$ cat src/rtl/sequence_controller.sv
// sequence_controller: eight-phase instruction sequencer for the 8-bit accumulator CPU.
// Ports: clk, rst (sync, active-high); opcode[2:0] from IR[7:5]; zero from ALU;
//        datapath strobes sel/rd/ld_ir/inc_pc/ld_pc/data_e/ld_ac/wr, sticky halt, phase[2:0] for debug.
// All outputs are combinational decodes of the registered phase, opcode and halted flag.
module sequence_controller (
  input  logic       clk,
  input  logic       rst,
  input  logic [2:0] opcode,
  input  logic       zero,
  output logic       sel,
  output logic       rd,
  output logic       ld_ir,
  output logic       inc_pc,
  output logic       ld_pc,
  output logic       halt,
  output logic       data_e,
  output logic       ld_ac,
  output logic       wr,
  output logic [2:0] phase
);

  typedef enum logic [2:0] {
    INST_ADDR  = 3'd0,
    INST_FETCH = 3'd1,
    INST_LOAD  = 3'd2,
    IDLE       = 3'd3,
    OP_ADDR    = 3'd4,
    OP_FETCH   = 3'd5,
    ALU_OP     = 3'd6,
    STORE      = 3'd7
  } phase_e;

  localparam logic [2:0] OP_HLT = 3'd0;
  localparam logic [2:0] OP_SKZ = 3'd1;
  localparam logic [2:0] OP_ADD = 3'd2;
  localparam logic [2:0] OP_AND = 3'd3;
  localparam logic [2:0] OP_XOR = 3'd4;
  localparam logic [2:0] OP_LDA = 3'd5;
  localparam logic [2:0] OP_STO = 3'd6;
  localparam logic [2:0] OP_JMP = 3'd7;

  phase_e phase_q, phase_d;
  logic   halted_q, halted_d;
  logic   is_hlt, is_skz, is_sto, is_jmp, aluop;

  assign is_hlt = (opcode == OP_HLT);
  assign is_skz = (opcode == OP_SKZ);
  assign is_sto = (opcode == OP_STO);
  assign is_jmp = (opcode == OP_JMP);
  assign aluop  = (opcode == OP_ADD) || (opcode == OP_AND) ||
                  (opcode == OP_XOR) || (opcode == OP_LDA);

  always_ff @(posedge clk) begin
    if (rst) begin
      phase_q  <= INST_ADDR;
      halted_q <= 1'b0;
    end else begin
      phase_q  <= phase_d;
      halted_q <= halted_d;
    end
  end

  always_comb begin
    phase_d  = phase_e'(phase_q + 3'd1);   // 3-bit wrap 7 -> 0
    halted_d = halted_q;
    sel      = 1'b0;
    rd       = 1'b0;
    ld_ir    = 1'b0;
    inc_pc   = 1'b0;
    ld_pc    = 1'b0;
    halt     = 1'b0;
    data_e   = 1'b0;
    ld_ac    = 1'b0;
    wr       = 1'b0;

    if (halted_q) begin
      // Frozen in OP_ADDR with every strobe quiet until reset.
      phase_d = phase_q;
      halt    = 1'b1;
    end else begin
      case (phase_q)
        INST_ADDR: begin
          sel = 1'b1;
        end
        INST_FETCH: begin
          sel = 1'b1;
          rd  = 1'b1;
        end
        INST_LOAD, IDLE: begin
          sel   = 1'b1;
          rd    = 1'b1;
          ld_ir = 1'b1;
        end
        OP_ADDR: begin
          if (is_hlt) begin
            // No PC increment on the HLT cycle so PC stays on the HLT instruction.
            halt     = 1'b1;
            halted_d = 1'b1;
            phase_d  = phase_q;
          end else begin
            inc_pc = 1'b1;
          end
        end
        OP_FETCH: begin
          rd = aluop;
        end
        ALU_OP: begin
          rd     = aluop;
          inc_pc = is_skz && zero;   // second increment of a taken skip
          ld_pc  = is_jmp;
          data_e = is_sto;
        end
        STORE: begin
          rd     = aluop;
          ld_ac  = aluop;
          ld_pc  = is_jmp;
          wr     = is_sto;
          data_e = is_sto;
        end
        default: begin
        end
      endcase
    end
  end

  assign phase = phase_q;

endmodule

$ cat config.mk
export PLATFORM = sky130hd
export DESIGN_NAME = sequence_controller
export DESIGN_NICKNAME = d
export VERILOG_FILES = /design/src/rtl/sequence_controller.sv
export SDC_FILE = /design/constraint.sdc
export NUM_CORES = 1
export LEC_CHECK = 0
export ABC_AREA = 0
export BUFFER_PORTS_ARGS = -buffer_cell sky130_fd_sc_hd__buf_2
export CAP_MARGIN = 10
export CORE_AREA = 2 2 39 41
export DETAILED_ROUTE_END_ITERATION = 10
export DIE_AREA = 0 0 41 43
export GPL_TIMING_DRIVEN = 0
export PLACE_DENSITY_LB_ADDON = 0.3
export SLEW_MARGIN = 20
export SYNTH_ARGS = -nofsm -noshare
export SYNTH_HDL_FRONTEND = slang
export SYNTH_SLANG_ARGS = --single-unit
$ cat constraint.sdc
create_clock -name clk -period 2 [get_ports clk]
set_clock_uncertainty 0.15 [all_clocks]
set_input_delay 0.4 -clock clk [delete_from_list [all_inputs] [get_ports clk]]
set_output_delay 0.4 -clock clk [all_outputs]
set_load 0.01 [all_outputs]
### After elaboration in Yosys (flattened, before gate mapping)

Index checks and enable logic that the tools add are counted.
W data, S select, Z words.

* output and inout bits: 12
* bits of input ports: 6
* logic and storage cells: 53
* register bits: 4

* bitwise logic cells: 1
* add/subtract/negate cells: 1
* muxes and demuxes: 22
* reduce and logical (&&, ||, !) cells: 12
* eq/ne operators: 15

Operators with widths (number)
* $eq A3 B3 Y1 const B: 8
* $mux W1: 18
* $eq A3 B2 Y1 const B: 4
* $eq A3 B1 Y1 const B: 2
* $logic_not A3 Y1: 2
* $mux W3: 2
* $reduce_or A3 Y1: 2
* $pmux W1 S2: 2
* $reduce_or A2 Y1: 2
* $reduce_or A4 Y1: 1
* $add A3 B1 Y3 const B: 1
* $logic_or A1 B1 Y1: 3
* $ne A2 B2 Y1 const B: 1
* $reduce_and A2 Y1: 1
* $logic_and A1 B1 Y1: 1
* $not A1 Y1: 1

### Depth between registers and ports, before layout

Gate-level depths: netlist of run 1.

* word-level depth: 6
* gate-level depth with buffers: 5
* gate-level depth less buffers: 5

### Worst setup path after synthesis of run 1

No wires, ideal clock.

* path type: register to output
* start: register phase_q[0] (netlist: phase[0])
* end: output port ld_pc
* data arrival time: 1390 ps
* stages on the path, launching flop included: 5
* setup slack: 60 ps
* required time: 1450 ps
* path buffers: 0
* path through: dfxtp_1 -> ha_1 -> ha_1 -> a21oi_1 -> nor4b_1

* longest elaborated chain between the ends: 4
* elaborated cells on any way between the ends: 5
* classes of those cells: 2 x eq/ne; 2 x mux; 1 x reduce/logical

Ends and longest elaborated chain
* from (decl): line 42 `phase_e phase_q, phase_d;`
* from (signal assigned): line 58 `phase_q <= phase_d;`
* $eq A3 B3 Y1: line 81 `case (phase_q)`
* $reduce_or A2 Y1 (no source line) (*)
* $mux W1 (*): line 81
* $mux W1 (*): line 76 `if (halted_q) begin`
* to (decl): line 14 `output logic ld_pc,`

Every way passes the cells marked *; elsewhere a longest branch is shown, timed or not.

### Worst setup path after layout of run 1

* start: register phase_q[1] (netlist: phase[1])
* end: output port sel

* longest elaborated chain between the ends: 4
* elaborated cells on any way between the ends: 7
* classes of those cells: 3 x eq/ne; 2 x mux; 2 x reduce/logical

Ends and longest elaborated chain
* $eq A3 B2 Y1, or another cell as far along: line 81
* $reduce_or A4 Y1 (no source line) (*)
* $mux W1 (*): line 81
* $mux W1 (*): line 76
* to (decl): line 10 `output logic sel,`

Marks and branches as above.

==> summary.log, run 1 <==
INFO  outcome        outcome=finished, violations left
INFO  outcome        failed_checks=setup timing
INFO  global_routing gr-total-overflow=0
INFO  routing        drt_pre_antenna_iters=4
INFO  floorplan      die_area=0.00176mm2
INFO  clock_tree     clock_insertion_delay_worst_skew=230ps
INFO  min_path       hold_start=rst
INFO  place          post-dp-hpwl=793um
INFO  clock_tree     cts_tree=built
INFO  place          dpl_cell_area=524um2
INFO  setup_path     cp_max_fo=6
INFO  global_routing number_of_antenna_violations_at_the_first_check_in_global_routing=0
INFO  routing        via_per_inst=5.07
INFO  timing         final-max-slew-violation-count=0
INFO  floorplan      row_count=14
INFO  final_layout   layout-drive-gt1-share=0.513
INFO  global_routing grt_first_pass_wirelength=1620um
INFO  flow_run       cap_viol_max_count=0
INFO  timing         setup-violations-final=1
INFO  floorplan      die_y=43um
INFO  timing         grt_setup_unrepaired=true
INFO  setup_path     worst_setup_path_start_kind=flip-flop
INFO  clock_tree     cts_max_path_buffers=2
INFO  setup_path     crit-reg2reg-launch=phase[0]
INFO  setup_path     type_of_the_worst_setup_path=flip-flop to output pin
INFO  final_layout   antenna-diode-count=0
INFO  setup_path     path_delay_family=simple AND/OR/NAND/NOR gates
INFO  routing        routed_wire_length_per_instance=11.7um
INFO  floorplan      fp.coreArea=0.00138mm2
INFO  place          finalWeightedCongestion=0.698
INFO  timing         post-route-period-util=1.03
INFO  clock_tree     clk_pin_slew_worst_paths=30ps
INFO  synth          synthDominantAreaCellType=dfxtp_1
INFO  global_routing grt_max_degree=11
INFO  routing        via_count=466
INFO  timing         post-route-worst-setup-slack=-67.2ps
INFO  clock_tree     root_buffer=clkbuf_4
INFO  place          numPortBuffers=16
INFO  final_layout   commonest_cells_after_routing_fill_and_taps_aside=buf_2, nor2_1, inv_1
INFO  final_layout   final_design_utilization=0.449
INFO  power_and_ir_drop leakagePower=0.276nW
INFO  setup_path     required=1450ps
INFO  clock_tree     sinks_on_the_clock_net=4
INFO  final_layout   layout.cells.most_common=buf_2
INFO  clock_tree     cts.htree.levels=1
INFO  final_layout   final_net_count=90
INFO  final_layout   layout.cell_area.non_filler=622um2
INFO  power_and_ir_drop vdd_ir_drop_max=524uV
INFO  synth          netlist_area_before_placement=424um2
INFO  synth          yosys.area.top_type_share=0.189
INFO  synth          synth_cell_type_count=30
INFO  routing        drc=0
INFO  timing         finalWorstPathRequiredPeriod=2070ps
INFO  setup_path     critical_path.slowest_cell=dfxtp_4
INFO  synth          synth.area.top_cells=dfxtp_1, ha_1, inv_1
INFO  setup_path     worst-endpoint-arrival=1520ps
INFO  routing        ant_nets=0
INFO  clock_tree     hold_buffers=0
INFO  synth          synth.avg_cell_area=7.85um2
INFO  synth          synth_fp_nets=66
INFO  floorplan      top_level_ports=18
INFO  final_layout   area.growth.synth_to_final=46.6%
INFO  timing         max_clock_freq=0.484GHz
INFO  power_and_ir_drop cellPowerDensity=1230mW/mm2
INFO  synth          synth-seq-area-share=0.189
INFO  min_path       timing.hold.worst.class=input pin to flip-flop
INFO  setup_path     cp_slowest_stage_delay=390ps
INFO  global_routing global_route.usage.total=0.136
INFO  timing         worst-slew-pin-transition=419ps
INFO  synth          yosys_register_bits=4
INFO  routing        totalWireLength=1070um
INFO  place          dp_worst_setup_slack=-91.1ps
INFO  floorplan      die_w=41um
INFO  setup_path     crit_path_start=phase[1]
INFO  clock_tree     numCtsBuffers=3
INFO  routing        first_iter_violations=6
INFO  synth          synthesis.instances=54
INFO  global_routing number_of_global_route_vias_before_repair=404
INFO  setup_path     critical_path_buf_inv_count=2
INFO  setup_path     path_cells=inv_4 -> ha_2 -> or3_4 -> a21oi_2 -> nor2_1 -> buf_2
INFO  synth          synth.yosys.warnings=0
INFO  power_and_ir_drop fin_total_pwr=0.765mW
INFO  setup_path     worst_setup_path_end_kind=output pin
INFO  timing         finalHoldViolCount=0
INFO  timing         slew-limit-headroom=0.713
INFO  floorplan      start_util=0.307
## cell type report
cell class / count / area [um2]
well taps: 16 / 20.0
inverters: 6 / 27.5
repair buffers: 19 / 103
plain buffers: 2 / 10.0
clock buffers: 3 / 22.5
multi-input cells: 42 / 350
fillers: 145 / 762
flip-flops and latches: 4 / 88.8
## repair_timing
action	in CTS	in global routing
endpoints found under the setup margin	8	6
pin swaps	4	4
setup buffers	1	2
gates cloned	0	0
hold endpoints to repair	0	0
resized for setup	13	5
## cells by family after synthesis
kind of cell	share of synthesized area
AO/OA/AOI/OAI	0.242
flip-flops	0.189
buffers and inverters	0.0767
AND/OR/NAND/NOR	0.295
adder cells (fa/ha/maj)	0.177
XOR/XNOR	0.0207
## path summary, 6_finish.rpt
| path | depth (start not counted) | slack, ps | endpoint |
|---|---|---|---|
| max reg2reg | 6 | 490 | phase[2] |
| min reg2reg | 2 | 400 | phase[0] |
| max | 6 | -70 | sel |
| min | 2 | 300 | phase[2] |
## flip-flops by register name (all words and copies together) (netlist names)
| register | cells |
|---|---|
| phase | 3 |
| halted_q | 1 |
## power breakdown
part	internal, mW	switching [mW]	leakage [nW]
logic	0.251	0.239	0.228
registers	0.120	0.0621	0.0344
clock network	0.0667	0.0275	0.0138
total	0.437	0.328	0.276
## per-layer routing
layer / track usage / routed length (um) / up-vias
li1: - / - / 243
met1: 0.157 / 489 / 205
met2: 0.206 / 515 / 16
met3: 0.0314 / 48 / 2
met4: 0.100 / 20 / 0
met5: 0 / 0 / -
## worst register-to-register path, delay by kind of cell (launching register included)
kind,cells,cell delay (ps)
AO/OA/AOI/OAI,2,300
AND/OR/NAND/NOR,1,210
buffers and inverters,2,250
adder cells (fa/ha/maj),1,150
flip-flops,1,370
## synth_stat cells, drive strengths merged
library cell and count:
o21ai 1, nor3 2, dfxtp 4, o221ai 1, a2111oi 1, inv 6
o31a 1, xnor2 1, or3 1, ha 6, buf 1, a21oi 4
or4 1, a31oi 1, a41oi 1, nor4b 1, and2 1, clkbuf 1
nor2b 1, nand4 1, nand2b 3, nand3b 1, o311ai 1, a221oi 1
o211ai 1, nor2 6, nand2 2, nor4 2
## through the flow
stage	instances	hold slack (ps)	TNS, ps
after CTS	90	295	-69.7
after global routing	92	289	-512
after detailed placement	86	465	-102
final	92	299	-67.2
after global placement	86	460	-90.6
after floorplan	54	415	0
(Power assumes the default switching activity.)
==> inputs of run 2 (changes only) <==
--- a/config.mk
+++ b/config.mk
@@ -9,10 +9,12 @@
 export BUFFER_PORTS_ARGS = -buffer_cell sky130_fd_sc_hd__buf_2
 export CAP_MARGIN = 10
 export CORE_AREA = 2 2 39 41
+export CTS_BUF_LIST = sky130_fd_sc_hd__clkbuf_8
 export DETAILED_ROUTE_END_ITERATION = 10
 export DIE_AREA = 0 0 41 43
 export GPL_TIMING_DRIVEN = 0
 export PLACE_DENSITY_LB_ADDON = 0.3
+export RECOVER_POWER = 25
 export SLEW_MARGIN = 20
 export SYNTH_ARGS = -nofsm -noshare
 export SYNTH_HDL_FRONTEND = slang
==> run 2 against run 1 <==
  * The run still ends with setup timing left
  * First-iteration DRC count down 50%
  * Die area unchanged
  * Largest cell class unchanged
  * Non-clock buffer count up 2
  * Worst setup slack better by 14 ps
  * Final cell count up 2.2%
  * Critical path type unchanged
  * Highest routed layer unchanged
==> summary.log, run 2 (synthesis results as in run 1) <==
INFO  outcome        outcome=finished, violations left [unchanged]
INFO  outcome        failed_checks=setup timing [unchanged]
INFO  floorplan      fp.coreArea=0.00138mm2 [unchanged]
INFO  timing         finalHoldViolCount=0 [unchanged]
INFO  final_layout   seqCellArea=88.8um2 [unchanged]
INFO  routing        first_iter_violations=3 [was 6]
INFO  floorplan      die_y=43um [unchanged]
INFO  routing        totalWireLength=1110um [was 1070 um]
INFO  power_and_ir_drop vdd_ir_drop_max=603uV [was 524 uV]
INFO  final_layout   fillCellCount=141 [was 145]
INFO  floorplan      top_level_ports=18 [unchanged]
INFO  clock_tree     clock_insertion_delay_worst_skew=210ps [was 230 ps]
INFO  place          post-dp-hpwl=793um [unchanged]
INFO  setup_path     worst_setup_path_start_kind=flip-flop [unchanged]
INFO  timing         finalWorstPathRequiredPeriod=2050ps [was 2070 ps]
INFO  place          numPortBuffers=16 [unchanged]
INFO  final_layout   final_design_utilization=0.475 [was 0.449]
INFO  flow_run       cap_viol_max_count=0 [unchanged]
INFO  final_layout   final_net_count=92 [was 90]
INFO  timing         max_clock_freq=0.487GHz [was 0.484 GHz]
INFO  floorplan      row_count=14 [unchanged]
INFO  routing        drc=0 [unchanged]
INFO  final_layout   layoutNonFillerInstCount=94 [was 92]
INFO  place          place.detailed.instances=86 [unchanged]
INFO  final_layout   layout.cells.most_common=buf_2 [unchanged]
INFO  setup_path     worst_setup_path_end_kind=output pin [unchanged]
INFO  final_layout   layout-drive-gt1-share=0.526 [was 0.513]
INFO  floorplan      start_util=0.307 [unchanged]
INFO  final_layout   multi_input_comb_area=350um2 [unchanged]
INFO  global_routing global_route.usage.total=0.137 [was 0.136]
INFO  global_routing grt_max_degree=11 [unchanged]
INFO  clock_tree     cts_tree=built [unchanged]
INFO  global_routing number_of_antenna_violations_at_the_first_check_in_global_routing=0 [unchanged]
INFO  routing        via_per_inst=5.17 [was 5.07]
INFO  power_and_ir_drop leakagePower=0.294nW [was 0.276 nW]
INFO  timing         setup-violations-final=1 [unchanged]
INFO  setup_path     type_of_the_worst_setup_path=flip-flop to output pin [unchanged]
INFO  routing        routed_wire_length_per_instance=11.8um [was 11.7 um]
INFO  timing         final-max-slew-violation-count=0 [unchanged]
INFO  final_layout   antenna-diode-count=0 [unchanged]
INFO  routing        ant_nets=0 [unchanged]
INFO  global_routing gr-total-overflow=0 [unchanged]
INFO  clock_tree     hold_buffers=0 [unchanged]
INFO  floorplan      die_w=41um [unchanged]
INFO  final_layout   largest_reg_flops=3 [unchanged]
INFO  timing         grt_setup_unrepaired=true [unchanged]
INFO  clock_tree     cts_max_path_buffers=2 [unchanged]
INFO  min_path       timing.hold.worst.class=input pin to flip-flop [unchanged]
INFO  timing         post-route-period-util=1.03 [about the same]
INFO  setup_path     cp_max_fo=5 [was 6]
INFO  floorplan      die_area=0.00176mm2 [unchanged]
INFO  final_layout   commonest_cells_after_routing_fill_and_taps_aside=buf_2, nor2_1, inv_1, buf_4 [was buf_2, nor2_1, inv_1]
INFO  place          finalWeightedCongestion=0.698 [unchanged]
INFO  setup_path     required=1450ps [about the same]
INFO  clock_tree     sinks_on_the_clock_net=4 [unchanged]
INFO  timing         post-route-worst-setup-slack=-53.5ps [was -67.2 ps]
INFO  timing         slew-limit-headroom=0.704 [was 0.713]
INFO  global_routing number_of_global_route_vias_before_repair=403 [was 404]
INFO  timing         timing.setup.tns=-53.5ps [was -67.2 ps]
INFO  timing         worst-slew-pin-transition=433ps [was 419 ps]
INFO  clock_tree     root_buffer=clkbuf_8 [was clkbuf_4]
INFO  power_and_ir_drop cellPowerDensity=1320mW/mm2 [was 1230 mW/mm2]
INFO  timing         whs=311ps [was 299 ps]
INFO  final_layout   area.growth.synth_to_final=54.9% [was 46.6%]
INFO  clock_tree     clk_pin_slew_worst_paths=30ps [about the same]
INFO  global_routing grt_first_pass_wirelength=1610um [was 1620 um]
INFO  setup_path     worst-endpoint-arrival=1500ps [was 1520 ps]
INFO  clock_tree     numCtsBuffers=3 [unchanged]
INFO  routing        via_count=486 [was 466]
INFO  routing        drt_pre_antenna_iters=4 [unchanged]
INFO  clock_tree     cts.htree.levels=1 [unchanged]
## run 2: cell count changes in the layout (fill, tap and decap cells not counted)
cell / before / now
clkbuf_8: 0 / 3
inv_4: 2 / 1
clkbuf_4: 3 / 0
buf_4: 3 / 4
buf_6: 0 / 1
inv_2: 0 / 1
## run 2: through the flow
step	setup WS (ps)	cell area (um2)	power (mW)
4_1_cts	-53.1	607	0.781
6_report	-53.5	657	0.865
3_3_place_gp	-90.6	524	0.539
5_1_grt	-116	657	0.945
3_5_place_dp	-91.1	524	0.549
2_1_floorplan	59.9	424	0.415
## run 2: per-layer routing
metal  up-vias  GRT usage  wire [um]
met5         -          0          0
met2        16      0.219        542
met4         0      0.100         14
met1       222      0.157        500
met3         2     0.0157         52
li1        246          -          -
## run 2: repair_timing
item / 4_1_cts / 5_1_grt
pin swaps: 2 / 6
setup buffers: 1 / 4
endpoints found under the setup margin: 8 / 6
resized for setup: 11 / 7
## run 2: path summary, 6_finish.rpt
path,startpoint,endpoint,slack [ps],depth (start not counted)
max reg2reg,phase[0],phase[0],510,5
min,rst,phase[2],310,2
max,phase[1],sel,-50,6
min reg2reg,phase[0],phase[0],400,2
## run 2: power breakdown
part	internal (mW)	switching, mW
logic	0.274	0.251
clock network	0.128	0.0381
registers	0.120	0.0545
## run 2: area by class of cell
type / instances / area share
Multi-Input combinational cell: 42 / 0.533
Timing Repair Buffer: 21 / 0.185
Tap cell: 16 / 0.0305
Sequential cell: 4 / 0.135
Clock buffer: 3 / 0.0629
Buffer: 2 / 0.0152
Inverter: 6 / 0.0381
## run 2: worst max-delay path, cell delays in order (launching register included)
cell and delay, ps:
dfxtp_4 360, inv_2 60, ha_2 180, or3_4 380, a21oi_2 130, nor2_1 40
buf_2 140
